==> config.mk <==
export PLATFORM = sky130hd
export DESIGN_NAME = ps_loader
export DESIGN_NICKNAME = d
export VERILOG_FILES = /design/src/rtl/ps_loader.sv
export SDC_FILE = /design/constraint.sdc
export NUM_CORES = 1
export LEC_CHECK = 0
export BUFFER_PORTS_ARGS = -buffer_cell sky130_fd_sc_hd__buf_2
export CELL_PAD_IN_SITES_DETAIL_PLACEMENT = 1
export CELL_PAD_IN_SITES_GLOBAL_PLACEMENT = 1
export CORE_UTILIZATION = 30
export CTS_BUF_LIST = sky130_fd_sc_hd__clkbuf_8
export CTS_CLUSTER_SIZE = 10
export DETAILED_ROUTE_END_ITERATION = 16
export GPL_TIMING_DRIVEN = 0
export PLACE_DENSITY_LB_ADDON = 0.1
export SLEW_MARGIN = 20
export SYNTH_ARGS = -nofsm -noshare
export SYNTH_HDL_FRONTEND = slang
export SYNTH_SLANG_ARGS = --single-unit
==> constraint.sdc <==
create_clock -name clock -period 5.29 [get_ports clock]
set_input_delay 1.058 -clock clock [delete_from_list [all_inputs] [get_ports clock]]
set_output_delay 1.058 -clock clock [all_outputs]
set_load 0.03 [all_outputs]
==> src/rtl/ps_loader.sv <==
// Passive-serial configuration sequencer: kicks the nCONFIG starter, streams the bitstream
// LSB-first on dclk/data0, checks CONF_DONE and issues the initialization clocks.
module ps_loader #(
  parameter int unsigned CLK_DIV     = 2,
  parameter int unsigned INIT_CLOCKS = 3192,
  parameter int unsigned SYNC_STAGES = 2
) (
  input  logic        clock,
  input  logic        reset,
  input  logic        start,
  input  logic [31:0] length,
  output logic        busy,
  output logic        done,
  output logic        error,
  output logic [1:0]  err_code,
  output logic        starter_start,
  input  logic        starter_ready,
  input  logic        starter_error,
  input  logic [7:0]  s_data,
  input  logic        s_valid,
  output logic        s_ready,
  output logic        dclk,
  output logic        data0,
  input  logic        n_status,
  input  logic        conf_done
);

  localparam logic [31:0] HalfLast  = 32'(CLK_DIV - 1);
  localparam logic [31:0] CheckLast = 32'(SYNC_STAGES + 1);
  localparam logic [31:0] InitLast  = 32'(INIT_CLOCKS - 1);

  typedef enum logic [3:0] {
    StIdle, StKick, StArm, StWaitSt, StLoad, StShiftLo, StShiftHi, StCheck, StInit, StDone,
    StError
  } state_e;

  state_e                 state_q;
  logic [SYNC_STAGES-1:0] ns_sync_q, cd_sync_q;
  logic [31:0]            remaining_q, cnt_q, init_cnt_q;
  logic [7:0]             shreg_q;
  logic [2:0]             bit_q;
  logic                   ns_s, cd_s, ns_watch;

  // nSTATUS idles high, so its synchronizer resets high to avoid a false error.
  always_ff @(posedge clock or posedge reset) begin
    if (reset) begin
      ns_sync_q <= '1;
      cd_sync_q <= '0;
    end else begin
      ns_sync_q[0] <= n_status;
      cd_sync_q[0] <= conf_done;
      for (int i = 1; i < int'(SYNC_STAGES); i++) begin
        ns_sync_q[i] <= ns_sync_q[i-1];
        cd_sync_q[i] <= cd_sync_q[i-1];
      end
    end
  end

  assign ns_s     = ns_sync_q[SYNC_STAGES-1];
  assign cd_s     = cd_sync_q[SYNC_STAGES-1];
  assign s_ready  = (state_q == StLoad);
  assign ns_watch = state_q inside {StLoad, StShiftLo, StShiftHi, StCheck, StInit};

  always_ff @(posedge clock or posedge reset) begin
    if (reset) begin
      state_q       <= StIdle;
      busy          <= 1'b0;
      done          <= 1'b0;
      error         <= 1'b0;
      err_code      <= 2'd0;
      starter_start <= 1'b0;
      dclk          <= 1'b0;
      data0         <= 1'b0;
      remaining_q   <= '0;
      cnt_q         <= '0;
      init_cnt_q    <= '0;
      shreg_q       <= '0;
      bit_q         <= '0;
    end else if (ns_watch && !ns_s) begin
      state_q  <= StError;
      busy     <= 1'b0;
      error    <= 1'b1;
      err_code <= 2'd3;
      dclk     <= 1'b0;
      data0    <= 1'b0;
    end else begin
      case (state_q)
        StIdle, StDone, StError: begin
          if (start) begin
            state_q       <= StKick;
            busy          <= 1'b1;
            done          <= 1'b0;
            error         <= 1'b0;
            err_code      <= 2'd0;
            starter_start <= 1'b1;
            remaining_q   <= length;
          end
        end
        StKick: begin
          starter_start <= 1'b0;
          state_q       <= StArm;
        end
        StArm: state_q <= StWaitSt;
        StWaitSt: begin
          if (starter_error) begin
            state_q  <= StError;
            busy     <= 1'b0;
            error    <= 1'b1;
            err_code <= 2'd1;
          end else if (starter_ready) begin
            cnt_q <= '0;
            // Zero length or an already-configured device skip straight to the check.
            if (remaining_q == '0 || cd_s) state_q <= StCheck;
            else state_q <= StLoad;
          end
        end
        StLoad: begin
          if (s_valid) begin
            shreg_q     <= s_data;
            remaining_q <= remaining_q - 32'd1;
            bit_q       <= 3'd0;
            cnt_q       <= '0;
            data0       <= s_data[0];
            state_q     <= StShiftLo;
          end
        end
        StShiftLo: begin
          if (cnt_q == HalfLast) begin
            cnt_q   <= '0;
            dclk    <= 1'b1;
            state_q <= StShiftHi;
          end else begin
            cnt_q <= cnt_q + 32'd1;
          end
        end
        StShiftHi: begin
          if (cnt_q == HalfLast) begin
            cnt_q <= '0;
            dclk  <= 1'b0;
            if (bit_q != 3'd7) begin
              bit_q   <= bit_q + 3'd1;
              data0   <= shreg_q[bit_q + 3'd1];
              state_q <= StShiftLo;
            end else if (remaining_q != '0 && !cd_s) begin
              state_q <= StLoad;
            end else begin
              state_q <= StCheck;
            end
          end else begin
            cnt_q <= cnt_q + 32'd1;
          end
        end
        StCheck: begin
          if (cnt_q == CheckLast) begin
            cnt_q <= '0;
            if (cd_s) begin
              init_cnt_q <= '0;
              data0      <= 1'b0;
              state_q    <= StInit;
            end else begin
              state_q  <= StError;
              busy     <= 1'b0;
              error    <= 1'b1;
              err_code <= 2'd2;
            end
          end else begin
            cnt_q <= cnt_q + 32'd1;
          end
        end
        StInit: begin
          if (cnt_q == HalfLast) begin
            cnt_q <= '0;
            dclk  <= ~dclk;
            // A full period completes on each high-to-low transition.
            if (dclk) begin
              if (init_cnt_q == InitLast) begin
                state_q <= StDone;
                busy    <= 1'b0;
                done    <= 1'b1;
              end else begin
                init_cnt_q <= init_cnt_q + 32'd1;
              end
            end
          end else begin
            cnt_q <= cnt_q + 32'd1;
          end
        end
        default: state_q <= StIdle;
      endcase
    end
  end

endmodule

==> run metrics, run 1 <==
maximum vdd drop=192 uV; DRC=0; worst slew pin tran=0.817 ns; Pins Over Slew Limit=0; gr ovfl total=0; clock tree buffer depth=2; GPL Wtd Cong=0.794; clock slew at reported path FFs=0.08 ns; RR Startpoint=init_cnt_q[3]; WHS Path Cells=0; hold_sp=ns_sync_q[0]; Top FF cell, synth=dfrtp_1; hpwl dp=17800 microns; clock power share=24.6%; Max H-tree Level=4; RSZ-0062 raised after global routing=false; Critical Path RT=4.23 ns; slowest stage delay, CP=0.52 ns; worst path cell trace=buf_2, or4b_1, clkbuf_1, clkinv_1, clkbuf_1, buf_2; CP Capture Type=output port; sink count of the clock tree=123; status=finished clean; crit path max fanout=10; CP max-delay cell=or4b_1; DP Area=8100 sq um; first-pass iteration count of the detailed router=5; # setup viols final=0; largest net degree at the start of global routing=67; sequential area share after synthesis=41.7%; ratio of cells with drive above 1 in the final layout=14.2%; switching share of power=42.7%; Core Region=24200 sq um; # diodes=0; crit path launch type=flip-flop; Comb pwr share=38.6%; period utilization=70.0%; main area contributors after synthesis=dfrtp_1 (41%), o21ai_0 (6.6%), nor2_1 (4.9%); Layout Utilization=35.1%; Initial Utilization=30.4%; Site Rows=57; initial antenna violation count=0; Final #Nets=994; first-pass GRT wire length=40600 microns; PwrDens=425 nW/um^2; die width=159 microns; vias in the first global route=7127; Cell variety after synth=80; Power Internal=2070 uW; Synth async-reset ratio=100%; Arr. time, crit path=2.64 ns; top-count cell post-synth=dfrtp_1; top cell type's share of synthesized area=41.0%; IO Port Bufs=56; DRT iter0 DRCs=340; DRT Wirelength=25100 microns; clk_skew=0.0243 ns; Cells after Synth=864; DR vias=6932; number of synthesized flops with an enable pin=0; Setup TNS=0 ns; dpl cells=1245; Final ANT Viol Nets=0; register bit total from synthesis=123; post-route cell area=8500 sq um; fillcell total=2931; Finished Layout Cells=1277; gr usage total=20.3%; Die Y-Extent=159 microns; Die ar.=25200 sq um; Max Cap Viol=0; CTS tree=yes; Slew Limit Headroom=45.1%; sw power=1540 uW; I/O pin cnt=57; routed wire length per instance=19.6 microns; Syn-to-layout area delta=15.2%; Vias/cell=5.43; Overall Power=3620 uW; f_max=270 MHz; Mapped Avg Cell Area=8.55 sq um; Critical Setup Path Class=flip-flop to output port; Setup Fix Bufs, Post-CTS=0; Resize count post-CTS=0; Critical Path Start=state_q[1]; leakage=0.00346 uW; Post-CTS Hold Buffers=0; Fin. Hold Viols=0; synthesized area=7380 sq um; Hold Crit Class=flip-flop to flip-flop; CTS buffer count=17; fin crit period=3.70 ns; largest area contributor in the netlist=dfrtp_1; Flop pwr share=36.8%; FF-to-FF path depth=6; Root Driver=clkbuf_8; Commonest cells post-synth=dfrtp_1 (121), o21ai_0 (97), nor2_1 (96); Syn. warnings=0; syn nets=918; Skew-Pair Late Insertion Delay=0.46 ns
==> through the flow <==
stage | worst slack (ns) | hold WS [ns]
4_1_cts | 1.58 | 0.360
3_5_place_dp | 2.09 | 0.340
2_1_floorplan | 0.964 | 0.331
5_1_grt | 1.44 | 0.363
3_3_place_gp | -1.14 | 0.335
6_report | 1.59 | 0.358
==> cell type report <==
cell class                 instances  area [sq um]  area share [%]
inverter                          25           101            1.19
sequential                       123          3080            36.2
tap                              324           405            4.77
buffer                            50           211            2.49
clock buffer                      17           234            2.75
clock inverter                    15           165            1.94
multi-input combinational        666          4000            47.0
timing repair buffer              57           308            3.62
==> final timing paths <==
check	end	slack, ns
max in group asynchronous	init_cnt_q[22]	3.95
worst min register to register	ns_sync_q[1]	0.36
worst max-delay path	s_ready	1.59
worst min-delay path	ns_sync_q[1]	0.36
min in group asynchronous	remaining_q[5]	0.61
worst max register to register	state_q[1]	2.25
==> state kept, by name (all words and copies together), names as in the netlist, 2 cells and up <==
| signal | count |
|---|---|
| state_q | 4 |
| init_cnt_q | 32 |
| cd_sync_q | 2 |
| cnt_q | 32 |
| err_code | 2 |
| bit_q | 3 |
| shreg_q | 8 |
| remaining_q | 32 |
| ns_sync_q | 2 |
==> layout by cell type, fill, tap and decap left out, types with 13 or more instances in the layout <==
master and instances:
buf_2 66, clkbuf_1 34, nor3_1 40, a31oi_1 13
a21oi_1 59, nor2_1 96, nor4_1 24, o21ai_0 97
inv_1 24, xnor2_1 24, and3_1 15, nand3_1 30
nand4_1 18, nand2_1 63, clkbuf_8 17, dfrtp_1 121
==> cells by family after synthesis <==
family | share of synthesized area, %
AND/OR/NAND/NOR | 24.6
AO/OA/AOI/OAI | 22.3
flip-flops | 41.7
buffers and inverters | 4.13
XOR/XNOR | 2.97
multiplexers | 3.29
adder cells (fa/ha/maj) | 1.02
==> per-layer routing <==
metal  part of all wire, %  vias up  GRT usage, %
li1                      -     3342             -
met1                    51     3473          29.3
met2                    45      105          32.0
met3                   3.2       12          3.42
met4                  0.66        0          3.67
met5                     0        -             0
==> worst max-delay path, delay by kind of cell (launching register included) <==
kind	cells	cell delay (ns)
DFF	1	0.36
buffers and inverters	5	1.30
and+or+nand+nor	1	0.52
==> power groups by stage <==
stage	sequential, uW	clock, uW	combinational (uW)
floorplan	1330	0	962
global placement	1340	0	1390
detailed placement	1350	0	1400
CTS	1330	918	1410
global route	1360	953	1540
finish	1330	890	1390
Note: power is estimated with default switching activity, not from simulation.
==> run 2: changes to the inputs <==
--- a/config.mk
+++ b/config.mk
@@ -5,6 +5,7 @@
 export SDC_FILE = /design/constraint.sdc
 export NUM_CORES = 1
 export LEC_CHECK = 0
+export ABC_AREA = 1
 export BUFFER_PORTS_ARGS = -buffer_cell sky130_fd_sc_hd__buf_2
 export CELL_PAD_IN_SITES_DETAIL_PLACEMENT = 1
 export CELL_PAD_IN_SITES_GLOBAL_PLACEMENT = 1
==> constraint.sdc (replaced) <==
create_clock -name clock -period 3.8 [get_ports clock]
set_input_delay 0.76 -clock clock [delete_from_list [all_inputs] [get_ports clock]]
set_output_delay 0.76 -clock clock [all_outputs]
set_load 0.03 [all_outputs]
==> run metrics, run 2 <==
period utilization=82.0%; Site Rows=60; initial antenna violation count=0; Die Y-Extent=169 microns; hpwl dp=22800 microns; Top FF cell, synth=dfrtp_1; DR vias=8656; Resize count post-CTS=0; vias in the first global route=8899; CTS tree=yes; first-pass GRT wire length=48600 microns; Synth async-reset ratio=100%; Post-CTS Hold Buffers=0; Pins Over Slew Limit=0; syn nets=1327; commonest non-fill, non-tap cell in the layout=nand2_1; Commonest cells post-synth=nand2_1 (385), nor2_1 (226), dfrtp_1 (121); routed wire length per instance=17.0 microns; clk_skew=0.0245 ns; synthesized area=8390 sq um; Max Cap Viol=0; Critical Setup Path Class=flip-flop to output port; RR Startpoint=remaining_q[0]; DRT Wirelength=29400 microns; maximum vdd drop=339 uV; Final #Nets=1406; die width=169 microns; Cells after Synth=1273; crit path max fanout=10; leakage=0.00421 uW; Syn. warnings=0; f_max=321 MHz; ratio of cells with drive above 1 in the final layout=11.6%; Hold Crit Class=input pin to asynchronous set/reset pin; Syn-to-layout area delta=14.3%; Cell variety after synth=44; CP Capture Type=output port; IO Port Bufs=56; Setup WS pre-CTS=1.16 ns; Vias/cell=4.98; top cell type's share of synthesized area=36.1%; gr ovfl total=0; Critical Path RT=3.04 ns; Fin. Hold Viols=0; Sequential Area=3080 sq um; Final ANT Viol Nets=0; Setup TNS=0 ns; sink count of the clock tree=123; largest area contributor in the netlist=dfrtp_1; largest net degree at the start of global routing=30; Initial Utilization=30.9%; DRT iter0 DRCs=536; # setup viols final=0; status=finished clean; DRC=0; Max H-tree Level=4; sequential area share after synthesis=36.7%; setup ws final=0.682 ns; number of synthesized flops with an enable pin=0; Core Region=27200 sq um; Slew Limit Headroom=46.8%; top-count cell post-synth=nand2_1; Fin Hold WS=0.343 ns; Critical Path Start=state_q[2]; clock slew at reported path FFs=0.10 ns; RSZ-0062 raised after global routing=false; main area contributors after synthesis=dfrtp_1 (36%), nand2_1 (17%), nor2_1 (10%); Layout Utilization=35.3%; Root Driver=clkbuf_8; Setup Fix Bufs, Post-CTS=0; Arr. time, crit path=2.36 ns; first-pass iteration count of the detailed router=5; worst slew pin tran=0.798 ns; fin crit period=3.12 ns; crit path launch type=flip-flop; PwrDens=583 nW/um^2; biggest regs=cnt_q (32), init_cnt_q (32), remaining_q (32); most frequent cells in the layout=nand2_1 (385), nor2_1 (226), dfrtp_1 (121); I/O pin cnt=57; area of the multi-input gates=4720 sq um; Die ar.=28700 sq um; clock tree buffer depth=2; register bit total from synthesis=123; Mapped Avg Cell Area=6.59 sq um; gr usage total=21.8%; Skew-Pair Late Insertion Delay=0.47 ns; fillcell total=3556; CTS buffer count=17; GPL Wtd Cong=0.826; # diodes=0
-- run 2: changes by cell type in the layout (fill, tap and decap cells not counted), moves of 32 or more --
cell | previous run | this run
nand2_1 | 63 | 385
nor2_1 | 96 | 226
inv_1 | 24 | 103
nand3_1 | 30 | 93
a21oi_1 | 59 | 23
o21ai_1 | 11 | 43
-- run 2: final cells by class --
type | count | share of cell area (%)
plain buffers | 34 | 1.76
repair buffers | 60 | 3.75
clock buffers | 17 | 2.44
multi-input cells | 1003 | 49.2
flip-flops and latches | 123 | 32.1
inverters | 113 | 4.46
well taps | 372 | 4.85
clock inverters | 15 | 1.45
-- run 2: path summary, 6_finish.rpt --
| path | end | slack, ns | cells after the start |
|---|---|---|---|
| setup / recovery | s_ready | 0.68 | 5 |
| hold / removal | init_cnt_q[24] | 0.34 | 2 |
| max in group asynchronous | cnt_q[26] | 2.67 | 4 |
| setup reg to reg | state_q[0] | 1.47 | 10 |
| min in group clock | cd_sync_q[1] | 0.35 | 0 |
| hold reg to reg | cd_sync_q[1] | 0.35 | 0 |
-- run 2: power breakdown --
group          leakage, uW  internal, uW  switching, uW
Combinational      0.00241           764           1760
Sequential         0.00161          1600            284
Clock             0.000188           526            658
Total              0.00421          2890           2700
-- run 2: logic make-up after synthesis --
| logic type | synth area share, % |
|---|---|
| mux | 0.537 |
| simple gates | 38.4 |
| xor+xnor | 3.03 |
| flops | 36.7 |
| buf+inv | 7.07 |
| compound gates | 13.3 |
| fa+ha+maj | 0.894 |
-- run 2: metrics by stage --
| stage | total power [uW] | cell area, sq um | cells |
|---|---|---|---|
| finish | 5590 | 9600 | 1737 |
| floorplan | 3590 | 8400 | 1273 |
| CTS | 5680 | 9600 | 1737 |
| global placement | 4410 | 9140 | 1701 |
| detailed placement | 4460 | 9220 | 1705 |
| global route | 6050 | 9600 | 1737 |
-- run 2: critical path, stage by stage (launching register included) --
cell and delay (ns):
dfrtp_1 0.52, nand2_4 0.16, nor2_4 0.23, buf_2 0.33
buf_1 0.37, buf_2 0.28
-- run 2: per-layer routing --
layer	wire (microns)	up-vias	GRT usage, %
met5	0	-	0
met1	14900	4194	30.4
met2	13400	134	35.2
li1	-	4298	-
met3	742	30	2.85
met4	486	0	5.80
==> run 3: changes to the inputs <==
==> constraint.sdc (replaced) <==
create_clock -name clock -period 2.7 [get_ports clock]
set_input_delay 0.54 -clock clock [delete_from_list [all_inputs] [get_ports clock]]
set_output_delay 0.54 -clock clock [all_outputs]
set_load 0.03 [all_outputs]
==> run metrics, run 3 (same netlist as run 2, synthesis figures left out) <==
Slew Limit Headroom=48.0%; Initial Utilization=30.9%; crit path launch type=flip-flop; hpwl dp=22800 microns; DRT iter0 DRCs=543; Root Driver=clkbuf_8; die width=169 microns; Die Y-Extent=169 microns; Critical Setup Path Class=flip-flop to output port; switching share of power=48.3%; I/O pin cnt=57; largest net degree at the start of global routing=30; most frequent cells in the layout=nand2_1 (385), nor2_1 (226), dfrtp_1 (121); Max H-tree Level=4; Comb pwr share=45.1%; clock tree buffer depth=2; DRT Wirelength=29400 microns; ratio of cells with drive above 1 in the final layout=11.7%; fin crit period=2.52 ns; # diodes=0; clock slew at reported path FFs=0.10 ns; biggest regs=cnt_q (32), init_cnt_q (32), remaining_q (32); GPL Wtd Cong=0.826; CTS buffer count=17; area of the multi-input gates=4720 sq um; Final #Nets=1405; Pins Over Slew Limit=0; f_max=397 MHz; Arr. time, crit path=1.98 ns; vias in the first global route=8896; IO Port Bufs=56; clk_skew=0.0238 ns; routed wire length per instance=16.9 microns; Skew-Pair Late Insertion Delay=0.47 ns; Site Rows=60; Syn-to-layout area delta=14.3%; worst slew pin tran=0.780 ns; CP Capture Type=output port; status=finished clean; Fin. Hold Viols=0; Critical Path RT=2.16 ns; gr ovfl total=0; Finished Layout Cells=1736; PwrDens=820 nW/um^2; clock power share=21.2%; Setup TNS=0 ns; Flop pwr share=33.7%; Overall Power=7870 uW; first-pass iteration count of the detailed router=5; sw power=3800 uW; Max Cap Viol=0; Critical Path Start=state_q[3]; Die ar.=28700 sq um; DP Area=9220 sq um; commonest non-fill, non-tap cell in the layout=nand2_1; # setup viols final=0; fillcell total=3556; setup slack, reg-to-reg=0.37 ns; FF-to-FF path depth=9; sink count of the clock tree=123; crit path max fanout=19; RSZ-0062 raised after global routing=false; Core Region=27200 sq um; dpl cells=1705; maximum vdd drop=469 uV; gr usage total=21.8%; CTS tree=yes; RR Startpoint=cnt_q[22]; Setup Fix Bufs, Post-CTS=0; reg2reg end=state_q[0]; DRC=0; post-route cell area=9600 sq um; Hold Crit Class=input pin to asynchronous set/reset pin; first-pass GRT wire length=48600 microns; initial antenna violation count=0; Vias/cell=4.98; DR vias=8642; Power Internal=4070 uW; period utilization=93.4%; Final ANT Viol Nets=0; Sequential Area=3080 sq um; leakage=0.00420 uW
run 3: cell types whose count changed in the layout (fill, tap and decap cells not counted):
| cell | change |
|---|---|
| clkbuf_4 | +1 |
| buf_2 | -1 |
| buf_1 | -1 |
run 3: cell type report:
| type | count | area share (%) |
|---|---|---|
| clock buffer | 17 | 2.44 |
| timing repair buffer | 60 | 3.76 |
| multi-input combinational | 1003 | 49.2 |
| clock inverter | 15 | 1.45 |
| inverter | 113 | 4.46 |
| tap | 372 | 4.85 |
| buffer | 33 | 1.75 |
| sequential | 123 | 32.1 |
run 3: metal layers:
metal,vias to the layer above,GRT usage [%],wire [microns]
li1,4295,-,-
met1,4188,30.4,14800
met2,136,35.2,13400
met3,23,2.85,765
met4,0,5.80,443
met5,-,0,0
run 3: power by group through the flow:
stage               logic [uW]  clock network (uW)  registers (uW)
CTS                       3610                1730            2650
global route              4000                1800            2710
detailed placement        3590                   0            2690
global placement          3520                   0            2680
floorplan                 2380                   0            2670
finish                    3550                1670            2650
run 3: how the worst max path moves through the flow:
stage,to,slack [ns]
4_1_cts,s_ready,0.03
2_1_floorplan,bit_q[0],0.65
6_report,s_ready,0.18
3_3_place_gp,cnt_q[23],-0.51
5_1_grt,err_code[1],0.04
3_5_place_dp,s_ready,0.28
run 3: worst max-delay path: stages (launching register included):
cell and delay, ns:
dfrtp_1 0.42, inv_2 0.14, nand2_4 0.12, nor2_4 0.23
clkbuf_4 0.34, buf_2 0.25
run 3: what timing repair did:
| action | CTS | global route |
|---|---|---|
| setup endpoints to repair | 1 | 1 |
| hold buffers | 0 | 0 |
| resized for setup | 0 | 1 |
| gates cloned | 0 | 0 |
run 3: stage by stage:
stage	setup WS, ns	hold slack, ns	utilization, %
2_1_floorplan	0.650	0.331	-
3_3_place_gp	-0.514	0.335	33.6
3_5_place_dp	0.283	0.339	33.9
4_1_cts	0.0342	0.117	35.3
5_1_grt	0.0439	0.135	35.3
6_report	0.178	0.128	35.3
